File: src/rtl/regfile_dump_ctrl.sv
// Read-side dump engine for the 32x32 register file: sweeps an inclusive register
// range two registers per access and streams the words out over valid/ready.
module regfile_dump_ctrl #(
    parameter int DATA_W   = 32,
    parameter int ADDR_W   = 5,
    parameter int NUM_REGS = 32
) (
    input  logic              Clk,
    input  logic              Reset,
    input  logic              Start,
    input  logic [ADDR_W-1:0] FirstReg,
    input  logic [ADDR_W-1:0] LastReg,
    output logic [ADDR_W-1:0] ReadRegister1,
    output logic [ADDR_W-1:0] ReadRegister2,
    input  logic [DATA_W-1:0] ReadData1,
    input  logic [DATA_W-1:0] ReadData2,
    output logic [DATA_W-1:0] DumpData,
    output logic [ADDR_W-1:0] DumpIndex,
    output logic              DumpValid,
    input  logic              DumpReady,
    output logic              Busy,
    output logic              Done,
    output logic [2:0]        DbgState
);

    // Stream handshake: a word moves on a rising edge with DumpValid && DumpReady;
    // while stalled, DumpData/DumpIndex hold and DumpValid stays up until taken.
    typedef enum logic [2:0] {
        IDLE  = 3'd0,
        READ  = 3'd1,
        SEND0 = 3'd2,
        SEND1 = 3'd3,
        DONE  = 3'd4
    } state_t;

    state_t state, state_next;

    logic [ADDR_W-1:0] ptr, last;
    logic [DATA_W-1:0] buf0, buf1;

    // One extra bit so ptr+1/ptr+2 compare correctly at the top of the index space.
    logic [ADDR_W:0] ptr_p1, ptr_p2, last_x, rr2_full;

    assign ptr_p1   = {1'b0, ptr} + (ADDR_W+1)'(1);
    assign ptr_p2   = {1'b0, ptr} + (ADDR_W+1)'(2);
    assign last_x   = {1'b0, last};
    assign rr2_full = ptr_p1 % (ADDR_W+1)'(NUM_REGS);

    assign ReadRegister1 = ptr;
    assign ReadRegister2 = rr2_full[ADDR_W-1:0];
    assign DbgState      = state;

    always_ff @(posedge Clk) begin
        if (Reset) begin
            state <= IDLE;
        end else begin
            state <= state_next;
        end
    end

    always_ff @(posedge Clk) begin
        if (Reset) begin
            ptr  <= '0;
            last <= '0;
            buf0 <= '0;
            buf1 <= '0;
        end else begin
            case (state)
                IDLE: begin
                    if (Start && (FirstReg <= LastReg)) begin
                        ptr  <= FirstReg;
                        last <= LastReg;
                    end
                end
                READ: begin
                    buf0 <= ReadData1;
                    buf1 <= ReadData2;
                end
                SEND1: begin
                    if (DumpReady && (ptr_p2 <= last_x)) begin
                        ptr <= ptr_p2[ADDR_W-1:0];
                    end
                end
                default: ;
            endcase
        end
    end

    always_comb begin
        state_next = state;
        DumpData   = '0;
        DumpIndex  = '0;
        DumpValid  = 1'b0;
        Busy       = 1'b0;
        Done       = 1'b0;
        case (state)
            IDLE: begin
                if (Start) begin
                    state_next = (FirstReg <= LastReg) ? READ : DONE;
                end
            end
            READ: begin
                Busy       = 1'b1;
                state_next = SEND0;
            end
            SEND0: begin
                Busy      = 1'b1;
                DumpValid = 1'b1;
                DumpData  = buf0;
                DumpIndex = ptr;
                if (DumpReady) begin
                    state_next = (ptr_p1 <= last_x) ? SEND1 : DONE;
                end
            end
            SEND1: begin
                Busy      = 1'b1;
                DumpValid = 1'b1;
                DumpData  = buf1;
                DumpIndex = ptr_p1[ADDR_W-1:0];
                if (DumpReady) begin
                    state_next = (ptr_p2 <= last_x) ? READ : DONE;
                end
            end
            DONE: begin
                Done       = 1'b1;
                state_next = IDLE;
            end
            default: state_next = IDLE;
        endcase
    end

endmodule
File: config.mk
export PLATFORM = sky130hd
export DESIGN_NAME = regfile_dump_ctrl
export DESIGN_NICKNAME = d
export VERILOG_FILES = /design/src/rtl/regfile_dump_ctrl.sv
export SDC_FILE = /design/constraint.sdc
export NUM_CORES = 1
export LEC_CHECK = 0
export CORE_MARGIN = 2
export CORE_UTILIZATION = 42
export DETAILED_ROUTE_END_ITERATION = 8
export GPL_ROUTABILITY_DRIVEN = 0
export PLACE_DENSITY = 0.77
export SYNTH_ARGS = -nofsm -noshare
export SYNTH_HDL_FRONTEND = slang
export SYNTH_SLANG_ARGS = --single-unit
File: constraint.sdc
create_clock -name Clk -period 2.5 [get_ports Clk]
set_clock_uncertainty 0.2 [all_clocks]
set_input_delay 0.25 -clock Clk [delete_from_list [all_inputs] [get_ports Clk]]
set_output_delay 0.25 -clock Clk [all_outputs]
set_load 0.005 [all_outputs]
==> impl_metrics.tcl <==
set metrics [dict create \
    period_share_pct 98.4 \
    use_met3_pct 5.55 \
    insertedDiodeCount 0 \
    finalSetupViolCount 0 \
    rsz0062_at_grt "true" \
    top_usage_layer "met2" \
    place_inst 735 \
    overflow 0 \
    port_buffers 130 \
    yosysUniqueCellTypes 44 \
    drc 0 \
    place_area_mm2 0.00542 \
    grt_util_all_layers_pct 20.9 \
    cts_tree "yes" \
    grt_pass1_wl_um 17100 \
    area_growth_pct 44.0 \
    grt_pass1_vias 3728 \
    wirelength_um 10600 \
    yosysMostFrequentCell "nand2_1" \
    clock-sinks 77 \
    wl_per_cell_um 14.1 \
    crit_type "flip-flop to flip-flop" \
    synth.yosys.seq_area_share_pct 39.1 \
    clock_path_buffers 2 \
    power_switching_w 0.00142 \
    dieArea_mm2 0.0102 \
    crit_required_ns 2.56 \
    cp_slowest_cell "or3b_4" \
    worstPathCellList "ha_4, nand2_1, xnor2_2, ha_1, a21o_1, a21oi_2, a32oi_2, or3b_4, a31oi_4" \
    synth_flop_cell "dfxtp_1" \
    postRouteAntennaNets 0 \
    synth_edf_count 0 \
    worst_slew_pin_slew_ns 0.735 \
    ios 131 \
    cts.clk_slew.worst_paths_ns 0.09 \
    critPathMaxStageDelay_ns 0.42 \
    critPathTopFamily "compound AO/OA/AOI/OAI gates" \
    drive_gt1_share_pct 9.22 \
    die_h_um 101 \
    vias 3837 \
    drt_iter0_markers 109 \
    initial_core_util_pct 43.0 \
    synthArstFlopShare_pct 0 \
    insertion_delay_ns 0.35 \
    grt.met2_usage_pct 35.7 \
    hp-class "input pin to flip-flop" \
    postSynthRegisterBits 77 \
    clkPwrFrac_pct 21.9 \
    drt_first_pass_iters 5 \
    hold_viol 0 \
    max_freq_ghz 0.406 \
    finalNonFillerCells 751 \
    period_needed_ns 2.46 \
    combPwrFrac_pct 39.3 \
    cts-root-buf "clkbuf_8" \
    routed_via_density 5.11 \
    syn_inst 510 \
    power_density_mw_per_mm2 692 \
    maxSlewViolCount 0 \
    critPathMaxFanout 5 \
    worstPathArrival_ns 2.52 \
    syn_area_per_cell_um2 7.72 \
    crit_buf_inv 0 \
    cts_post_setup_buffers_inserted 0 \
    yosysWarnings 0 \
    worstSetupStartpointType "flip-flop" \
    netlist_top_cells_count "nand2_1, dfxtp_1, a21oi_1, nor2_1, mux2i_1" \
    syn_area_mm2 0.00394 \
    p_seq_share_pct 38.7 \
    dp_hpwl_um 7520 \
    core.rowCount 35 \
    max_slew_margin_pct 51.0 \
    status "finished, final reports clean" \
    grt_start_max_net_pins 65 \
    antenna_found_initial 0 \
    final_area_mm2 0.00567 \
    swShare_pct 36.0 \
    internal_power_w 0.00251 \
    utilization_pct 62.0 \
    synth_top_area_cell "dfxtp_1" \
    synth_area_leaders "dfxtp_1, nand2_1, mux2i_1" \
    die_width_um 101 \
    syn_nets 605 \
    synth_top_area_share_pct 39.1 \
    gr-usage-met1_pct 26.2 \
    ctsHoldBuffers 0 \
    core_area_mm2 0.00915 \
    nets 730 \
    drv_cap 0 \
    p_leak_nw 2.00 \
    cts_made_buffers 9 \
    htree_levels 3 \
    end_kind "flip-flop" \
    ir_drop_v 0.000407 \
]
worst reg2reg max path, stage by stage, from the launching register on:
cell and delay [ns]:
dfxtp_4 0.41, ha_4 0.18, nand2_1 0.09, xnor2_2 0.14, ha_1 0.31, a21o_1 0.19
a21oi_2 0.16, a32oi_2 0.10, or3b_4 0.42, a31oi_4 0.18
logic make-up (layout without fill, tap and decap cells):
kind of cell	Yosys count	count (layout)	share of synthesized area, %
simple gates	221	221	23.4
compound gates	93	93	13.9
flops	77	77	39.1
buf+inv	51	181	5.37
mux	42	42	10.8
fa+ha+maj	17	17	5.40
xor+xnor	9	9	2.00
path summary, 6_finish.rpt:
| kind | depth (start not counted) | to | from | slack, ns |
|---|---|---|---|---|
| worst max-delay path | 9 | DbgState[0] | ReadRegister1[1] | 0.04 |
| worst min-delay path | 3 | buf0[4] | ReadData1[4] | 0.24 |
| worst max register to register | 9 | DbgState[0] | ReadRegister1[1] | 0.04 |
| worst min register to register | 2 | buf0[12] | buf0[12] | 0.26 |
final cells by class:
class / instances / area, µm²
Clock inverter: 7 / 55.1
Sequential cell: 77 / 1550
Timing Repair Buffer: 147 / 1450
Clock buffer: 9 / 124
Multi-Input combinational cell: 382 / 2290
Tap cell: 111 / 139
Inverter: 18 / 67.6
Fill cell: 812 / 3480
routing by layer:
| metal | part of all wire, % | wire length (µm) | vias to the layer above |
|---|---|---|---|
| met5 | 0 | 0 | - |
| met4 | 0.66 | 70 | 0 |
| met3 | 5.9 | 622 | 7 |
| met2 | 48 | 5130 | 101 |
| met1 | 45 | 4760 | 1781 |
| li1 | - | - | 1948 |
repair_timing:
action	4_1_cts	5_1_grt
endpoints found under the hold margin	0	0
pin swaps	2	6
gates resized for setup	4	12
setup endpoints to repair	5	29
sequential cells by signal, indices dropped and copies added, names as in the netlist:
| register | flops |
|---|---|
| ReadRegister1 | 5 |
| DbgState | 3 |
| buf1 | 32 |
| last | 5 |
| buf0 | 32 |
power by group through the flow:
stage | clock network [W] | logic, W | registers [W]
final | 0.000861 | 0.00154 | 0.00152
after global placement | 0 | 0.00143 | 0.00153
after CTS | 0.000886 | 0.00149 | 0.00152
after global routing | 0.000949 | 0.00169 | 0.00154
after detailed placement | 0 | 0.00148 | 0.00154
after floorplan | 0 | 0.000961 | 0.00151
layout by cell type, fill, tap and decap left out, types with 2 or more instances in the layout:
master,synthesis,routed
a21o_1,2,2
a21oi_1,70,69
buf_12,0,2
buf_4,0,15
clkbuf_8,0,9
clkdlybuf4s50_1,0,129
clkinv_2,0,2
dfxtp_1,77,71
dfxtp_2,0,5
ha_1,17,15
ha_4,0,2
inv_1,18,18
inv_6,0,3
mux2_1,3,3
mux2i_1,39,39
nand2_1,139,139
nand2b_1,4,3
nand3_1,6,6
nand4_1,5,5
nor2_1,51,51
nor2b_1,4,4
nor3_1,3,3
nor3_4,1,2
o21ai_0,5,4
o22ai_1,2,2
xnor2_1,4,2
xnor2_2,0,2
xor2_1,5,4
metrics by stage:
stage / TNS (ns) / hold slack (ns) / power [W] / setup WS, ns
floorplan: 0 / 0.157 / 0.00248 / 0.00844
global placement: 0 / 0.241 / 0.00297 / 0.0478
detailed placement: -0.212 / 0.247 / 0.00302 / -0.0903
CTS: -0.00695 / 0.223 / 0.00389 / -0.00695
global route: -0.0536 / 0.226 / 0.00419 / -0.0376
finish: 0 / 0.237 / 0.00393 / 0.0399
No activity file was read; power rests on OpenSTA's default activity.
